===== config.mk =====
export PLATFORM = sky130hd
export DESIGN_NAME = mem_ctrl
export DESIGN_NICKNAME = d
export VERILOG_FILES = /design/src/rtl/mem_pkg.sv /design/src/rtl/mem_ctrl.sv
export SDC_FILE = /design/constraint.sdc
export NUM_CORES = 1
export LEC_CHECK = 0
export CORE_ASPECT_RATIO = 0.8
export CORE_MARGIN = 10
export CORE_UTILIZATION = 46
export CTS_CLUSTER_DIAMETER = 60
export CTS_CLUSTER_SIZE = 20
export DETAILED_ROUTE_END_ITERATION = 12
export PLACE_DENSITY = 0.84
export RECOVER_POWER = 100
export SKIP_CTS_REPAIR_TIMING = 1
export SLEW_MARGIN = 20
export SYNTH_ARGS = -nofsm -noshare
export SYNTH_HDL_FRONTEND = slang
export SYNTH_SLANG_ARGS = --single-unit

===== constraint.sdc =====
create_clock -name clk -period 1.9 [get_ports clk]
set_input_delay 0.285 -clock clk [delete_from_list [all_inputs] [get_ports clk]]
set_output_delay 0.285 -clock clk [all_outputs]
set_load 0.005 [all_outputs]

===== src/rtl/mem_pkg.sv =====
// mem_pkg: shared bus constants and responder FSM states.
package mem_pkg;
    localparam int BUS_W = 64;
    localparam int OFF_W = 3;
    typedef enum logic [2:0] {IDLE, ACC, WAIT, RESP, TURN} state_t;
endpackage


===== src/rtl/mem_ctrl.sv =====
// mem_ctrl: single-port SRAM responder behind the arbiter with configurable read/write wait states.
module mem_ctrl
    import mem_pkg::*;
#(
    parameter int MEM_AW  = 16,
    parameter int WAIT_RD = 2,
    parameter int WAIT_WR = 1
) (
    input  logic              clk,
    input  logic              reset,
    input  logic [BUS_W-1:0]  addr_m,
    input  logic [BUS_W-1:0]  dout_m,
    input  logic              req_m,
    input  logic              wr_m,
    output logic [BUS_W-1:0]  din_m,
    output logic              rdy_m,
    output logic              bus_err,
    output logic              sram_en,
    output logic              sram_we,
    output logic [MEM_AW-1:0] sram_addr,
    output logic [BUS_W-1:0]  sram_wdata,
    input  logic [BUS_W-1:0]  sram_rdata
);
    state_t state, state_n;
    logic [3:0] cnt, wait_sel;
    logic [MEM_AW-1:0] idx;
    logic [BUS_W-1:0] wdata, data_q, rd_data;
    logic wr, oor, acc_q, bad_addr;

    assign bad_addr   = |addr_m[BUS_W-1:MEM_AW+OFF_W] || |addr_m[OFF_W-1:0];
    assign wait_sel   = wr ? 4'(WAIT_WR) : 4'(WAIT_RD);
    // SRAM data is only valid in the cycle right after ACC; bypass the capture register then
    assign rd_data    = acc_q ? sram_rdata : data_q;
    assign sram_en    = state == ACC && !oor;
    assign sram_we    = state == ACC && !oor && wr;
    assign sram_addr  = idx;
    assign sram_wdata = wdata;

    always_comb begin
        state_n = state;
        case (state)
            IDLE:    state_n = req_m ? ACC : IDLE;
            ACC:     state_n = wait_sel != 4'd0 ? WAIT : RESP;
            WAIT:    state_n = cnt == 4'd1 ? RESP : WAIT;
            RESP:    state_n = TURN;
            default: state_n = IDLE;
        endcase
    end

    always_ff @(posedge clk) begin
        if (reset) begin
            state   <= IDLE;
            cnt     <= '0;
            idx     <= '0;
            wdata   <= '0;
            wr      <= 1'b0;
            oor     <= 1'b0;
            acc_q   <= 1'b0;
            data_q  <= '0;
            din_m   <= '0;
            rdy_m   <= 1'b0;
            bus_err <= 1'b0;
        end else begin
            state   <= state_n;
            acc_q   <= state == ACC;
            rdy_m   <= state == RESP;
            bus_err <= state == RESP && oor;
            if (acc_q)
                data_q <= sram_rdata;
            if (state == IDLE && req_m) begin
                idx   <= addr_m[MEM_AW+OFF_W-1:OFF_W];
                wdata <= dout_m;
                wr    <= wr_m;
                oor   <= bad_addr;
            end
            if (state == ACC)
                cnt <= wait_sel;
            else if (state == WAIT)
                cnt <= cnt - 4'd1;
            if (state == RESP && !wr)
                din_m <= oor ? '0 : rd_data;
        end
    end
endmodule


==> run summary <==
final cell utilization of the core: 69.9%
f_max: 565 MHz
Most used DFF post-synth: sky130_fd_sc_hd__dfxtp_1
critical path's most frequent cell: sky130_fd_sc_hd__buf_4
xor-xnor portion of the synthesized cell area: 0%
synthesis-to-layout area growth: 50.3%
Num CTS Buffers: 15
Max-cap violations: 0
Die Y-Extent: 138 um
combinational family with the most area after synthesis: simple AND/OR/NAND/NOR gates
CP endpoint kind: flip-flop
count of final hold-check violations: 0
cell taking the most area after synthesis: sky130_fd_sc_hd__dfxtp_1
detailed-route vias per instance: 5.24
post-synthesis mux area share: 8.02%
Layout fillers: 1297
peak supply drop: 0.854 mV
detailed-route via count: 7309
remaining global-route overflow: 0
Cell Rows: 43
worst setup path category: flip-flop to flip-flop
number of DRC violations after detailed-routing iteration 0: 552
clock slew at the register clock pins of the worst setup and hold paths: 0.08 ns
post-synth design cell area: 7990 sq um
post-synthesis average cell area: 9.32 sq um
Post-DP HPWL: 19600 um
global routing usage summed across all routing layers: 21.0%
Unique masters post-synth: 29
Syn Nets: 1055
Finished Layout Cells: 1395
layout cell share with drive strength beyond 1: 3.93%
die boundary width: 167 um
part of the Yosys area used for sequential elements: 55.1%
Clock Sink Count: 220
clock latency of the later-clocked register in the worst-skew pair: 0.47 ns
maximum number of pins on one net before global-route repair: 67
critical path startpoint: state[0]
post-route DRC violation count: 0
critical path startpoint category: flip-flop
final weighted congestion of routability-driven global placement: 0.900
antenna violations before repair: 1
Worst R2R End: sram_wdata[44]
placed instance area: 11600 sq um
First-pass DRT Iterations: 7
initial core utilization: 46.5%
count of flip-flops with a built-in enable after synthesis: 0
leakage power of the design: 5.19 nW
die outline area: 23100 sq um
count of cells along the worst register-to-register path: 6
power density cells: 803 nW/um^2
share of the synthesized area in the top cell type: 55.1%
worst slew margin relative to its limit: 45.4%
residual antenna-violating net count after detailed routing: 0
number of placed instances with taps included: 1374
RSZ-0062 raised after global routing: no
H-tree levels: 1
max-slew violations: 0
minimum clock period after layout: 1.77 ns
outcome: finished, final reports clean
slowest cell delay on critical path: 0.46 ns
Core Footprint: 17200 sq um
# nets final: 1364
required time at the worst-slack endpoint: 2.29 ns
Cells after Synth: 857
flop2flop setup slack: 0.13 ns
endpoint of the most critical setup path: sram_wdata[44]
number of global-route vias before repair: 6975
Warnings, synthesis: 0
classification of the worst-slack hold path: input pin to flip-flop
largest fanout on the critical path: 43
flip-flop and latch count after synthesis: 220
cell with the most instances after synthesis: sky130_fd_sc_hd__dfxtp_1
clock tree from TritonCTS: built
leading post-synthesis cells by cell area: sky130_fd_sc_hd__dfxtp_1 (55%), sky130_fd_sc_hd__mux2i_1 (8.0%), sky130_fd_sc_hd__nand2_1 (7.8%), sky130_fd_sc_hd__o22a_1 (7.0%), sky130_fd_sc_hd__a21oi_1 (5.4%)
num ports: 344
Post-Route WL: 26800 um
count of buffers inserted at the top-level ports: 343
reg-to-reg startpoint: state[0]
simple-gate share of the synthesized area: 18.0%
share of flip-flops with an asynchronous set or reset: 0%
worst-margin pin slew: 0.819 ns
count of final setup violators: 0
first-pass GRT wire length: 39600 um
share of the cycle needed by the critical path after routing: 93.2%
cell type of the slowest stage on the worst timing path: sky130_fd_sc_hd__buf_4
Layout Skew: 0.0176 ns
arrival time at the worst endpoint: 2.16 ns
average routed wire per standard cell: 19.2 um
root cell of the clock tree: sky130_fd_sc_hd__clkbuf_16
list of most frequent post-synthesis cells: sky130_fd_sc_hd__dfxtp_1 (220), sky130_fd_sc_hd__nand2_1 (166), sky130_fd_sc_hd__a21oi_1 (86), sky130_fd_sc_hd__nor3_1 (73), sky130_fd_sc_hd__nor2_1 (69)
chain of cells forming the critical path: buf_4 -> nor2_1 -> nand3b_1 -> buf_4 -> nand2_1 -> a21oi_1
Clock Path Buffers: 3
adder-cell share of the synthesized area: 0.313%
compound-cell area share of the yosys netlist: 13.3%
fin area: 12000 sq um
## cell type report
type                       count  area [sq um]  area share [%]
timing repair buffer         364          3680            30.6
clock inverter                 3          51.3           0.427
antenna                        1          2.50          0.0208
tap                          225           282            2.35
multi-input combinational    563          3180            26.5
sequential                   220          4410            36.7
inverter                       2          7.51          0.0625
clock buffer                  17           393            3.27
## worst min-delay path by stage
stage | slack, ns | cells after the start | end | start
final | 0.17 | 2 | data_q[33] | reset
after global routing | 0.19 | 2 | data_q[31] | reset
after CTS | 0.17 | 2 | data_q[33] | reset
after detailed placement | 0.45 | 2 | sram_wdata[5] | sram_wdata[5]
after global placement | 0.44 | 2 | sram_wdata[43] | sram_wdata[43]
after floorplan | 0.42 | 2 | sram_addr[0] | addr_m[3]
## logic make-up (layout without fill, tap and decap cells)
group / after synthesis / in the layout
adder cells (fa/ha/maj): 2 / 2
other: 0 / 1
buffers and inverters: 74 / 386
AO/OA/AOI/OAI: 161 / 161
flip-flops: 220 / 220
AND/OR/NAND/NOR: 336 / 336
multiplexers: 64 / 64
## state kept, by name, summed over array words and instances, names as in the netlist
signal,count
data_q,64
din_m,64
sram_addr,16
bus_err,1
cnt,4
wr,1
oor,1
rdy_m,1
acc_q,1
sram_wdata,64
state,3
## cells in the final DEF, fill, tap and decap left out, drive strengths merged
cell           count
dlygate4sd3      146
mux2i             64
nand3b             1
a211oi             1
ha                 2
a31oi              4
nor4              13
clkbuf            20
and2               2
dlymetal6s2s       2
clkdlybuf4s50    194
a21oi             86
o21ai              3
nor2b              1
a22o               3
dfxtp            220
nor3              74
nand3              2
buf               19
nand4              3
bufinv             1
clkinv             2
nor4b              1
inv                2
diode              1
nand2b             3
nand2            166
nor2              70
o22a              64
## power breakdown
group | total, mW | internal (mW) | switching, mW
combinational | 1.54 | 0.836 | 0.700
sequential | 4.93 | 4.83 | 0.101
clock | 3.17 | 1.62 | 1.55
## layer usage
layer | wire length, um | GRT usage, %
met4 | 631 | 5.12
met2 | 12900 | 34.6
met3 | 2420 | 7.45
met5 | 13 | 0
met1 | 10800 | 26.0
## worst max-delay path, delay by kind of cell, from the launching register on
| family | cells | cell delay (ns) |
|---|---|---|
| simple gates | 3 | 0.49 |
| flops | 1 | 0.35 |
| buf+inv | 2 | 0.65 |
| compound gates | 1 | 0.18 |
## stage by stage
step | power (mW) | worst slack, ns | TNS [ns] | hold WS, ns
2_1_floorplan | 5.70 | 0.609 | 0 | 0.421
3_3_place_gp | 6.60 | 0.130 | 0 | 0.441
3_5_place_dp | 6.64 | 0.0862 | 0 | 0.446
4_1_cts | 9.79 | -0.268 | -0.426 | 0.171
5_1_grt | 10.0 | 0.0268 | 0 | 0.191
6_report | 9.64 | 0.130 | 0 | 0.173
Note: power is estimated with default switching activity, not from simulation.
